`src/rtl/complex_accum_dump.sv`:
```
// Coherent block accumulator: sums N complex products, then dumps a rounded and saturated result.
// Latency: result registers on the edge after the Nth accept. There is no backpressure: every in_valid is taken.
module complex_accum_dump #(
   parameter int IN_W  = 38,
   parameter int ACC_W = 44,
   parameter int N     = 16,
   parameter int SHIFT = 20,
   parameter int OUT_W = 18
) (
   input  logic             clock,
   input  logic             reset,
   input  logic             in_valid,
   input  logic [IN_W-1:0]  in_real,
   input  logic [IN_W-1:0]  in_imag,
   output logic             out_valid,
   output logic [OUT_W-1:0] out_real,
   output logic [OUT_W-1:0] out_imag,
   output logic             out_sat,
   output logic             busy
);

   localparam int CW = $clog2(N);

   if (ACC_W < IN_W + $clog2(N)) begin : g_bad_accw
      $error("complex_accum_dump: ACC_W too narrow for IN_W and N");
   end
   if (N < 2 || N > 65535) begin : g_bad_n
      $error("complex_accum_dump: N out of range");
   end
   if (SHIFT < 0 || SHIFT > ACC_W - 1) begin : g_bad_shift
      $error("complex_accum_dump: SHIFT out of range");
   end

   localparam logic signed [ACC_W:0] RND =
      (SHIFT == 0) ? '0 : ({{ACC_W{1'b0}}, 1'b1} << ((SHIFT == 0) ? 0 : SHIFT - 1));
   localparam logic signed [ACC_W:0] MAXV = {{(ACC_W + 2 - OUT_W){1'b0}}, {(OUT_W - 1){1'b1}}};
   localparam logic signed [ACC_W:0] MINV = {{(ACC_W + 2 - OUT_W){1'b1}}, {(OUT_W - 1){1'b0}}};

   logic [CW-1:0]    count;
   logic [ACC_W-1:0] acc_re;
   logic [ACC_W-1:0] acc_im;
   logic             dump_pend;
   logic [ACC_W-1:0] ext_re;
   logic [ACC_W-1:0] ext_im;
   logic [OUT_W:0]   dump_re;
   logic [OUT_W:0]   dump_im;

   // Round half-up via bias then floor shift; MSB of the result is the clip flag.
   function automatic logic [OUT_W:0] round_sat(input logic [ACC_W-1:0] a);
      logic signed [ACC_W:0] t;
      logic signed [ACC_W:0] s;
      t = $signed({a[ACC_W-1], a}) + RND;
      s = t >>> SHIFT;
      if (s > MAXV)
         round_sat = {1'b1, MAXV[OUT_W-1:0]};
      else if (s < MINV)
         round_sat = {1'b1, MINV[OUT_W-1:0]};
      else
         round_sat = {1'b0, s[OUT_W-1:0]};
   endfunction

   always_comb begin
      ext_re  = {{(ACC_W - IN_W){in_real[IN_W-1]}}, in_real};
      ext_im  = {{(ACC_W - IN_W){in_imag[IN_W-1]}}, in_imag};
      dump_re = round_sat(acc_re);
      dump_im = round_sat(acc_im);
   end

   always_ff @(posedge clock) begin
      if (reset) begin
         count     <= '0;
         acc_re    <= '0;
         acc_im    <= '0;
         dump_pend <= 1'b0;
         out_valid <= 1'b0;
         out_real  <= '0;
         out_imag  <= '0;
         out_sat   <= 1'b0;
         busy      <= 1'b0;
      end else begin
         out_valid <= 1'b0;
         // Dump samples the finished sum while a new block may load on this same edge.
         if (dump_pend) begin
            out_real  <= dump_re[OUT_W-1:0];
            out_imag  <= dump_im[OUT_W-1:0];
            out_sat   <= dump_re[OUT_W] | dump_im[OUT_W];
            out_valid <= 1'b1;
            dump_pend <= 1'b0;
         end
         if (in_valid) begin
            if (count == '0) begin
               acc_re <= ext_re;
               acc_im <= ext_im;
            end else begin
               acc_re <= acc_re + ext_re;
               acc_im <= acc_im + ext_im;
            end
            if (count == CW'(N - 1)) begin
               count     <= '0;
               dump_pend <= 1'b1;
               busy      <= 1'b0;
            end else begin
               count <= count + 1'b1;
               busy  <= 1'b1;
            end
         end
      end
   end

endmodule

```
`config.mk`:
```
export PLATFORM = sky130hd
export DESIGN_NAME = complex_accum_dump
export DESIGN_NICKNAME = d
export VERILOG_FILES = /design/src/rtl/complex_accum_dump.sv
export SDC_FILE = /design/constraint.sdc
export NUM_CORES = 1
export LEC_CHECK = 0
export BUFFER_PORTS_ARGS = -buffer_cell sky130_fd_sc_hd__clkbuf_2
export CELL_PAD_IN_SITES_DETAIL_PLACEMENT = 1
export CELL_PAD_IN_SITES_GLOBAL_PLACEMENT = 1
export CORE_MARGIN = 8
export CORE_UTILIZATION = 48
export CTS_CLUSTER_DIAMETER = 150
export CTS_CLUSTER_SIZE = 12
export DETAILED_ROUTE_END_ITERATION = 8
export PLACE_DENSITY = 0.95
export SYNTH_ARGS = -nofsm -noshare
export SYNTH_HDL_FRONTEND = slang
export SYNTH_SLANG_ARGS = --single-unit
```
`constraint.sdc`:
```
create_clock -name clock -period 7.35 [get_ports clock]
set_clock_uncertainty 0.15 [all_clocks]
set_input_delay 1.1025 -clock clock [delete_from_list [all_inputs] [get_ports clock]]
set_output_delay 1.1025 -clock clock [all_outputs]
set_load 0.005 [all_outputs]
```
==> key figures <==
STA
  – Setup TNS: 0 ns
  – Hold Fails Final Rpt: 0
  – Fmax: 241 MHz
  – Pins over their slew limit: 0
  – Worst-Margin Slew: roughly 1.1 ns
  – Fin crit period: just over 4 ns
  – Tcrit/Tclk final: between 50% and 60%
  – Finish-stage setup viols: 0
  – Slew headroom: 24.6%
  – RSZ-0062 raised after global routing: no

Clocking
  – Setup bufs post-CTS: 0
  – Root Driver: clkbuf_16
  – Number of H-tree levels: 4
  – Clock-pin slew on the worst setup and hold paths: ~0.070 ns
  – Clock Tree Buf Depth: 2
  – CTS tree: done
  – CTS buffer count: 17
  – Clk_lat worst skew: between 0.4 and 0.5 ns
  – Hold buffer count at cts: 0
  – CTS sink count: 132
  – Post-CTS Resized: 0

Global routing
  – Overflow after GRT: 0
  – Vias in the first global route: ~13000
  – First-pass GRT wire length: approximately 67 mm
  – Total track usage: approximately 28%
  – Pin count of the biggest net entering global routing: between 90 and 100
  – Initial antenna violation count: 1

Routing
  – Via count: approximately 13000
  – ANT nets after route: 0
  – DR iter-0 viols: around 1100
  – Drt drc: 0
  – Wire per inst: around 20 µm
  – DR pass1 iterations: 6
  – Vias per cell: between 6 and 7
  – Routed Wire Length: a little over 40 mm

Layout
  – Finished Core Util: around 54%
  – P&R area growth vs syn: 10.5%
  – Layout cell share with drive strength beyond 1: 10.6%
  – Design area: around 0.013 mm²
  – # fillers: ~3000
  – Final net count: roughly 1800

Run
  – Number of max-cap violations: 0

Synthesis
  – Post-synthesis cell type count: 79
  – Yosys reg bits: 132
  – Post-Syn Area: about 0.011 mm²
  – Ys Warns: 0
  – Sequential cell area fraction in the yosys report: between 20% and 30%
  – Area share of the largest cell type after synthesis: between 20 and 25%
  – Average size of a mapped cell: a little over 7 µm²
  – Net Count, Synth: 1756
  – Top_reg_cell synth: dfxtp_1
  – Number of flops mapped to enable cells by yosys: 0
  – Area contributors post-synth: dfxtp_1 23%, ha_1 10%, nor2_1 6.9%
  – Largest area contributor in the netlist: dfxtp_1
  – Gate Count Post-Synth: around 1600
  – Post-synth ARST share: 0%

Place
  – HPWL Detailed: approximately 28 mm
  – PortBufs: 117
  – Gpl congestion: between 0.9 and 1
  – DP Area: around 0.012 mm²

Worst setup path
  – Worst setup path class: in2reg
  – CP Launch Type: input port
  – Crit path max fanout: 5
  – CP required: about 7.5 ns
  – CP Capture Type: flip-flop
  – CP arrival: about 4.3 ns

Pwr
  – Switching Power: ~990 µW
  – Clk pwr share: 34.3%
  – VDD IR-drop max: roughly 160 µV
  – Pleak: approximately 5.5 nW
  – Sequential share of power: around a third
  – Comb power frac: between 30 and 40%
  – PwrDens: ~200 mW/mm²
  – Switching Fraction: roughly two fifths
  – P_int: about 1.6 mW

Die
  – Initial core utilization: around half
  – # IOs: ~120
  – Num rows: 56
  – Die W: 171 µm
  – Core area: around 0.023 mm²
  – Die area: 0.0291 mm²
  – Die Y: between 150 and 200 µm

Run status
  – Outcome: finished clean

Min path
  – Hold Path Class: reg2reg
Yosys cell counts, drive strengths merged, types with 33 or more instances:
master	instances
nor2	211
nor3	52
ha	92
a311oi	43
xnor2	65
clkbuf	79
nand4	35
a21o	60
nand3	46
nand2	190
dfxtp	132
xor2	39
a21oi	157
a211oi	33
o21ai	68
cells by family after synthesis:
group	synth area share [%]
buffers and inverters	4.56
AOI/OAI and AO/OA	28.3
DFF	23.0
adders and majority gates	10.4
muxes	1.16
and+or+nand+nor	24.6
xor gates and xnor gates	7.94
path summary, 6_finish.rpt:
kind | endpoint | from | depth (start not counted) | slack, ns
worst max-delay path | acc_re[30]$_SDFFE_PP0P_ | in_real[0] | 13 | 3.21
worst min-delay path | out_real[17]$_SDFFE_PP0P_ | out_real[17]$_SDFFE_PP0P_ | 2 | 0.32
worst max register to register | out_sat$_SDFFE_PP0P_ | acc_im[23]$_SDFFE_PP0P_ | 8 | 3.66
worst min register to register | out_real[17]$_SDFFE_PP0P_ | out_real[17]$_SDFFE_PP0P_ | 2 | 0.32
power groups by stage:
stage	logic [mW]	registers [mW]	clock network [mW]
after floorplan	0.639	0.816	0
after global placement	0.784	0.842	0
after detailed placement	0.825	0.847	0
after CTS	0.847	0.833	0.891
after global routing	0.946	0.842	0.921
final	0.862	0.836	0.887
stage by stage:
stage | instances | hold slack (ns) | worst slack, ns | total power [mW]
final | 1959 | 0.323 | 3.21 | 2.59
after global routing | 1959 | 0.358 | 2.93 | 2.71
after CTS | 1958 | 0.326 | 3.25 | 2.57
after detailed placement | 1926 | 0.318 | 2.92 | 1.67
after global placement | 1926 | 0.310 | 2.97 | 1.63
after floorplan | 1583 | 0.312 | 3.47 | 1.45
metal layers:
layer	vias to the layer above	wire length (µm)	global-route usage, %	part of all wire, %
met5	-	0	0	0
met1	6104	17400	34.4	43
met4	0	1480	12.2	3.7
met2	496	19000	46.6	47
li1	5886	-	-	-
met3	133	2420	4.08	6.0
area by class of cell:
type                            instances  area, µm²  area share [%]
Sequential cell                       132       2640            20.8
Clock buffer                           18        429            3.38
Inverter                               31        116           0.917
Tap cell                              319        399            3.15
Timing Repair Buffer                  122        628            4.95
Clock inverter                         14        153            1.20
Multi-Input combinational cell       1322       8310            65.5
Antenna cell                            1       2.50          0.0197
state kept, by name, indices dropped and copies added (netlist names):
name       count
acc_im        44
out_real      18
acc_re        44
count          4
dump_pend      1
out_valid      1
out_sat        1
out_imag      18
busy           1
layout by cell type, fill, tap and decap left out, types with 18 or more instances in the layout:
cell type,Yosys,layout
nor3_1,49,49
o21ai_0,62,62
nand4_1,34,34
o21bai_1,27,27
nor2_1,211,211
clkbuf_2,0,115
ha_1,92,92
nand2_1,189,188
a21oi_1,157,157
xnor2_1,65,65
nand3_1,45,45
a21o_1,60,60
inv_1,30,30
or3_1,20,20
dfxtp_1,132,132
xor2_1,39,39
a31oi_1,19,19
o22ai_1,18,18
a311oi_1,43,43
a211oi_1,33,33
critical path, cell delays in order:
cell and delay, ns:
clkbuf_2 0.09, ha_1 0.23, fa_1 0.44, a211oi_1 0.31
nor3_1 0.17, o311a_1 0.35, o311ai_0 0.45, a21oi_1 0.17
nor2_1 0.21, o21bai_1 0.12, xor2_1 0.15, nand2_1 0.10
a311oi_1 0.40
No activity file was read; power rests on OpenSTA's default activity.
